==> src/rtl/led_pattern_gen_if.sv <==
// -----------------------------------------------------------------------------
// led_pattern_gen_if
//   Board-side signal bundle of the iCEstick LED pattern generator.
//   btn        raw push button (active high, asynchronous, may bounce)
//   D1..D4     red ring LEDs, 1 = on
//   D5         centre green LED, 1 = on
//   mode       current animation mode: 0 CHASE, 1 BOUNCE, 2 COUNT, 3 ALL_ON
//   Modports:
//     master   the generator: samples btn, drives the LEDs and mode
//     slave    the board / environment: drives btn, observes LEDs and mode
// -----------------------------------------------------------------------------
interface led_pattern_gen_if;
   logic       btn;
   logic       D1;
   logic       D2;
   logic       D3;
   logic       D4;
   logic       D5;
   logic [1:0] mode;

   modport master (
      input  btn,
      output D1, D2, D3, D4, D5, mode
   );

   modport slave (
      output btn,
      input  D1, D2, D3, D4, D5, mode
   );
endinterface

==> src/rtl/led_pattern_gen.sv <==
// -----------------------------------------------------------------------------
// led_pattern_gen
//   Animated patterns for the five iCEstick LEDs. A debounced push button
//   cycles through CHASE, BOUNCE, COUNT and ALL_ON; animation steps are paced by
//   a prescaler tick every DIV clocks.
//   Parameters:
//     DIV   clk cycles per animation step (>= 2)
//     DEB   clk cycles the button must be stable before it is accepted (>= 2)
//   Ports:
//     clk     system clock, rising edge
//     rstn    asynchronous active-low reset
//     bus_io  btn in; D1..D5 and mode out (all outputs are flops)
// -----------------------------------------------------------------------------
module led_pattern_gen #(
   parameter int unsigned DIV = 1_200_000,
   parameter int unsigned DEB = 120_000
) (
   input logic               clk,
   input logic               rstn,
   led_pattern_gen_if.master bus_io
);

   localparam int unsigned PsW = $clog2(DIV);
   localparam int unsigned DcW = $clog2(DEB);
   localparam logic [PsW-1:0] PsLast = PsW'(DIV - 1);
   localparam logic [DcW-1:0] DcLast = DcW'(DEB - 1);

   typedef enum logic [1:0] {
      ModeChase  = 2'd0,
      ModeBounce = 2'd1,
      ModeCount  = 2'd2,
      ModeAllOn  = 2'd3
   } mode_e;

   logic           btn_s1_q, btn_s2_q;
   logic           stable_q, stable_d;
   logic           stable_dly_q;
   logic [DcW-1:0] dc_q, dc_d;
   logic [PsW-1:0] ps_q, ps_d;
   mode_e          mode_q, mode_d;
   logic [1:0]     pos_q, pos_d;
   logic           dir_down_q, dir_down_d;
   logic [4:0]     cnt_q, cnt_d;
   logic           d5_tgl_q, d5_tgl_d;
   logic [4:0]     leds_q, leds_d;

   logic           adv;
   logic           tick;
   logic [3:0]     ring;

   always_comb begin
      // Debounce: any sample equal to the accepted level restarts the count.
      stable_d = stable_q;
      dc_d     = dc_q;
      if (btn_s2_q == stable_q) begin
         dc_d = '0;
      end else if (dc_q == DcLast) begin
         stable_d = btn_s2_q;
         dc_d     = '0;
      end else begin
         dc_d = dc_q + 1'b1;
      end

      adv  = stable_q & ~stable_dly_q;
      tick = (ps_q == PsLast);

      mode_d     = mode_q;
      pos_d      = pos_q;
      dir_down_d = dir_down_q;
      cnt_d      = cnt_q;
      d5_tgl_d   = d5_tgl_q;
      ps_d       = ps_q;

      if (adv) begin
         // Mode change restarts the animation; a coincident tick is dropped.
         mode_d     = mode_e'(mode_q + 2'd1);
         pos_d      = 2'd0;
         dir_down_d = 1'b0;
         cnt_d      = 5'd0;
         d5_tgl_d   = 1'b0;
         ps_d       = '0;
      end else begin
         ps_d = tick ? '0 : ps_q + 1'b1;
         if (tick) begin
            unique case (mode_q)
               ModeChase: begin
                  pos_d = pos_q + 2'd1;
                  if (pos_q == 2'd3) d5_tgl_d = ~d5_tgl_q;
               end
               ModeBounce: begin
                  if (!dir_down_q) begin
                     pos_d = pos_q + 2'd1;
                     if (pos_q == 2'd2) dir_down_d = 1'b1;
                  end else begin
                     pos_d = pos_q - 2'd1;
                     if (pos_q == 2'd1) dir_down_d = 1'b0;
                  end
               end
               ModeCount: cnt_d = cnt_q + 5'd1;
               default: ;
            endcase
         end
      end

      // LEDs are decoded from next state so they update on the same edge.
      ring   = 4'(4'b0001 << pos_d);
      leds_d = leds_q;
      unique case (mode_d)
         ModeChase:  leds_d = {d5_tgl_d, ring};
         ModeBounce: leds_d = {dir_down_d, ring};
         ModeCount:  leds_d = cnt_d;
         ModeAllOn:  leds_d = 5'b11111;
         default:    leds_d = 5'b00001;
      endcase
   end

   always_ff @(posedge clk or negedge rstn) begin
      if (!rstn) begin
         btn_s1_q     <= 1'b0;
         btn_s2_q     <= 1'b0;
         stable_q     <= 1'b0;
         stable_dly_q <= 1'b0;
         dc_q         <= '0;
         ps_q         <= '0;
         mode_q       <= ModeChase;
         pos_q        <= 2'd0;
         dir_down_q   <= 1'b0;
         cnt_q        <= 5'd0;
         d5_tgl_q     <= 1'b0;
         leds_q       <= 5'b00001;
      end else begin
         btn_s1_q     <= bus_io.btn;
         btn_s2_q     <= btn_s1_q;
         stable_q     <= stable_d;
         stable_dly_q <= stable_q;
         dc_q         <= dc_d;
         ps_q         <= ps_d;
         mode_q       <= mode_d;
         pos_q        <= pos_d;
         dir_down_q   <= dir_down_d;
         cnt_q        <= cnt_d;
         d5_tgl_q     <= d5_tgl_d;
         leds_q       <= leds_d;
      end
   end

   assign bus_io.D1   = leds_q[0];
   assign bus_io.D2   = leds_q[1];
   assign bus_io.D3   = leds_q[2];
   assign bus_io.D4   = leds_q[3];
   assign bus_io.D5   = leds_q[4];
   assign bus_io.mode = mode_q;

endmodule

==> src/flat_wrapper.sv <==
// flat-port wrapper written by rule: the top's interface ports become plain ports
module led_pattern_gen_flat 
#(
   parameter int unsigned DIV = 1_200_000,
   parameter int unsigned DEB = 120_000
)
  (clk, rstn, bus_io_btn, bus_io_D1, bus_io_D2, bus_io_D3, bus_io_D4, bus_io_D5, bus_io_mode);
  led_pattern_gen_if bus_io_i ();
  input logic clk;
  input logic rstn;
  input wire logic [$bits(bus_io_i.btn)-1:0] bus_io_btn;
  output wire logic [$bits(bus_io_i.D1)-1:0] bus_io_D1;
  output wire logic [$bits(bus_io_i.D2)-1:0] bus_io_D2;
  output wire logic [$bits(bus_io_i.D3)-1:0] bus_io_D3;
  output wire logic [$bits(bus_io_i.D4)-1:0] bus_io_D4;
  output wire logic [$bits(bus_io_i.D5)-1:0] bus_io_D5;
  output wire logic [$bits(bus_io_i.mode)-1:0] bus_io_mode;
  assign bus_io_i.btn = bus_io_btn;
  assign bus_io_D1 = bus_io_i.D1;
  assign bus_io_D2 = bus_io_i.D2;
  assign bus_io_D3 = bus_io_i.D3;
  assign bus_io_D4 = bus_io_i.D4;
  assign bus_io_D5 = bus_io_i.D5;
  assign bus_io_mode = bus_io_i.mode;
  led_pattern_gen #(.DIV(DIV), .DEB(DEB)) u_core (.clk(clk), .rstn(rstn), .bus_io(bus_io_i));
endmodule
==> config.mk <==
export PLATFORM = sky130hd
export DESIGN_NAME = led_pattern_gen_flat
export DESIGN_NICKNAME = d
export VERILOG_FILES = /design/src/rtl/led_pattern_gen_if.sv /design/src/rtl/led_pattern_gen.sv /design/src/flat_wrapper.sv
export SDC_FILE = /design/constraint.sdc
export NUM_CORES = 1
export LEC_CHECK = 0
export CAP_MARGIN = 0
export CORE_MARGIN = 5
export CORE_UTILIZATION = 60
export CTS_CLUSTER_SIZE = 25
export DETAILED_ROUTE_END_ITERATION = 8
export DONT_BUFFER_PORTS = 1
export PLACE_DENSITY = 0.76
export SLEW_MARGIN = 40
export SYNTH_ARGS = -nofsm -noshare
export SYNTH_HDL_FRONTEND = slang
export SYNTH_SLANG_ARGS = --single-unit
==> constraint.sdc <==
create_clock -name clk -period 2.51 [get_ports clk]
set_input_delay 0.502 -clock clk [delete_from_list [all_inputs] [get_ports clk]]
set_output_delay 0.502 -clock clk [all_outputs]
set_load 0.01 [all_outputs]
==> summary.txt <==
STA
  • Slew @ Worst Pin: 0.581 ns
  • Final Critical Period: 2.34 ns
  • Final hold violation count: 0
  • Post-Route Skew: 0.0118 ns
  • Fmax: 0.428 GHz
  • Worst slew margin: 0.607
  • Min Hold Slack: 0.0232 ns
  • Worst setup margin: 0.171 ns
  • Final critical-path share of the clock period: 0.932
  • Fin. max-slew vios: 0
  • RSZ-0062 raised after global routing: false
  • TNS Setup: 0 ns
  • # setup viols final: 0

Critical path
  • Critical path's slowest cell: or4_1
  • Worst Setup Start Kind: register
  • CP Data Required Time: 2.73 ns
  • Crit Path Class: reg -> reg
  • Crit. End Element: register
  • Max incr delay on CP: 0.56 ns
  • Crit path DAT: 2.56 ns
  • Worst-path cell chain: ha_1 -> nand3_2 -> or4_1 -> or2_0 -> o31ai_4 -> and2_2 -> o21ai_1
  • Critical path fanouts, max: 6

Global route
  • Vias in the first global route: 2149
  • Largest net degree at the start of global routing: 58
  • GR Overflow Total: 0
  • Antenna violations before repair: 0
  • Global Route Usage Sum: 0.200
  • Global-route wire length before repair: 9670 µm

Clock tree
  • Post-CTS Setup Bufs: 0
  • Root Driver: clkbuf_8
  • H-tree depth: 3
  • Clock-pin transition on the worst setup and hold timing paths: 0.07 ns
  • Sink Count: 58
  • Cts repair resizes: 0
  • Total CTS buffers: 9
  • Clock Path Buffers: 2
  • TritonCTS clock tree: built
  • Skew-Pair Late Insertion Delay: 0.33 ns
  • Hold-fix buffers, CTS: 2

Cells and area
  • Post-route insts no fill: 360
  • P&R area growth vs syn: 10.9%
  • Layout fillers: 345
  • Layout cell share with drive strength beyond 1: 0.111
  • Commonest non-fill, non-tap cell in the layout: dfrtp_1
  • Commonest non-fill, non-tap cells in the layout: 57 x dfrtp_1, 54 x nor2_1, 24 x xor2_1, 21 x nand2_1, 17 x xnor2_1
  • Fin area: 3200 µm²
  • Nets: 314
  • Core Util, Final: 0.681
  • ANT cells: 0

Route
  • Drt pass-1 iters: 4
  • Iteration-0 DRC Markers: 143
  • Number of vias per cell: 5.61
  • Drt drc: 0
  • Final ANT Viol Nets: 0
  • DRT Wirelength: 5340 µm
  • WL per Instance: 14.8 µm
  • Via count: 2021

Die
  • Die H: 79.3 µm
  • Die ar.: 6290 µm²
  • I/O pin cnt: 10
  • Initial core utilization: 0.614
  • Die W: 79.3 µm
  • # rows: 25
  • Core area: 4690 µm²

Status
  • Status: completed

Logic synthesis
  • Synth cell types: 43
  • Ys Warns: 0
  • Synthesized area: 2880 µm²
  • Sequential share of the synthesized area: 0.504
  • Syn_nets: 302
  • EDFF count, synth: 0
  • Mean Syn Cell Area: 9.97 µm²
  • FF+latch count, synth: 58
  • Ys async rst share: 1.00
  • Post-Syn Instances: 289
  • Top_reg_cell synth: dfrtp_1

Flow run
  • Max-Cap Viols: 0

Pwr
  • Power density over the cells: 570 nW/µm²
  • Switch Pwr: 0.390 mW
  • Sw Ratio: 0.214
  • Worst VDD drop: 0.000432 V
  • P_int: 1.43 mW
  • Clock network power share: 0.462
  • Reg power frac: 0.518
  • Leakage: 1.48 nW
  • Gate power share: 0.019
  • Total Power: 1.82 mW

Place
  • Placed Cells: 342
  • PortBufs: 0
  • Placed instance area: 2960 µm²
  • Placer Congestion: 0.805
  • Post-DP HPWL: 3530 µm
  • Place WS: 0.175 ns

Min path
  • Worst hold path class: in -> async
flip-flops by register name, summed over array words and instances, names as in the netlist:
signal and cells:
u_core.btn_s1_q 1, u_core.btn_s2_q 1, u_core.bus_io.mode 2, u_core.cnt_q 5, u_core.d5_tgl_q 1, u_core.dc_q 17, u_core.dir_down_q 1, u_core.leds_q 5
u_core.pos_q 2, u_core.ps_q 21, u_core.stable_dly_q 1, u_core.stable_q 1
synth_stat cells (2+ instances only):
| library cell | instances | area share |
|---|---|---|
| dfrtp_1 | 57 | 0.50 |
| nor2_1 | 54 | 0.070 |
| xor2_1 | 24 | 0.073 |
| nand2_1 | 21 | 0.027 |
| xnor2_1 | 17 | 0.052 |
| nand3_1 | 14 | 0.024 |
| and3_1 | 12 | 0.026 |
| nand4_1 | 12 | 0.026 |
| ha_1 | 10 | 0.043 |
| inv_1 | 10 | 0.013 |
| nor3_1 | 8 | 0.014 |
| a21oi_1 | 6 | 0.010 |
| clkbuf_1 | 4 | 0.0052 |
| buf_2 | 3 | 0.0052 |
| o21ai_0 | 3 | 0.0052 |
| and2_1 | 2 | 0.0043 |
| and4_1 | 2 | 0.0061 |
| nand2b_1 | 2 | 0.0043 |
| nand3_2 | 2 | 0.0070 |
| nor2b_1 | 2 | 0.0043 |
| or2_2 | 2 | 0.0043 |
worst paths after layout:
check / startpoint / endpoint / slack (ns) / cells past startpoint
worst max-delay path: u_core.ps_q[0]$_DFF_PN0_ / u_core.leds_q[2]$_DFF_PN0_ / 0.17 / 7
worst min-delay path: rstn / u_core.dir_down_q$_DFF_PN0_ / 0.02 / 1
worst max register to register: u_core.ps_q[0]$_DFF_PN0_ / u_core.leds_q[2]$_DFF_PN0_ / 0.17 / 7
worst min register to register: u_core.btn_s1_q$_DFF_PN0_ / u_core.btn_s2_q$_DFF_PN0_ / 0.37 / 0
max in group asynchronous: rstn / u_core.leds_q[0]$_DFF_PN1_ / 1.84 / 1
min in group clk: bus_io_btn / u_core.btn_s1_q$_DFF_PN0_ / 0.20 / 0
critical path, delay by kind of cell (launching register included):
| family | cells | cell delay, ns |
|---|---|---|
| adder cells (fa/ha/maj) | 1 | 0.23 |
| flip-flops | 1 | 0.40 |
| AND/OR/NAND/NOR | 4 | 1.21 |
| AO/OA/AOI/OAI | 2 | 0.38 |
routing by layer:
metal / vias up / routed length (µm) / global-route usage / share of wire
met5: - / 0 / 0 / 0
met4: 0 / 91 / 0.0790 / 0.017
met2: 28 / 2660 / 0.332 / 0.50
met3: 10 / 199 / 0.0544 / 0.037
met1: 987 / 2390 / 0.246 / 0.45
li1: 996 / - / - / -
layout make-up:
class                           instances  area [µm²]  area share
Clock buffer                           11         141      0.0442
Clock inverter                          5        53.8      0.0168
Inverter                               10        37.5      0.0117
Multi-Input combinational cell        213        1350       0.423
Sequential cell                        58        1450       0.455
Tap cell                               54        67.6      0.0211
Timing Repair Buffer                    9        90.1      0.0282
power groups by stage:
stage / clock, mW / sequential, mW / combinational [mW]
floorplan: 0 / 0.961 / 0.0108
global placement: 0 / 0.962 / 0.0118
detailed placement: 0 / 0.962 / 0.0118
CTS: 0.857 / 0.945 / 0.0369
global route: 0.909 / 0.945 / 0.0415
finish: 0.843 / 0.945 / 0.0350
logic make-up (layout without fill, tap and decap cells):
logic type	count (synthesis)	after routing	synth area share
XOR/XNOR	41	41	0.125
buffers and inverters	18	35	0.0261
AO/OA/AOI/OAI	18	18	0.0504
AND/OR/NAND/NOR	142	142	0.244
flip-flops	58	58	0.504
adder cells (fa/ha/maj)	10	10	0.0434
multiplexers	2	2	0.00738
(Power assumes the default switching activity.)
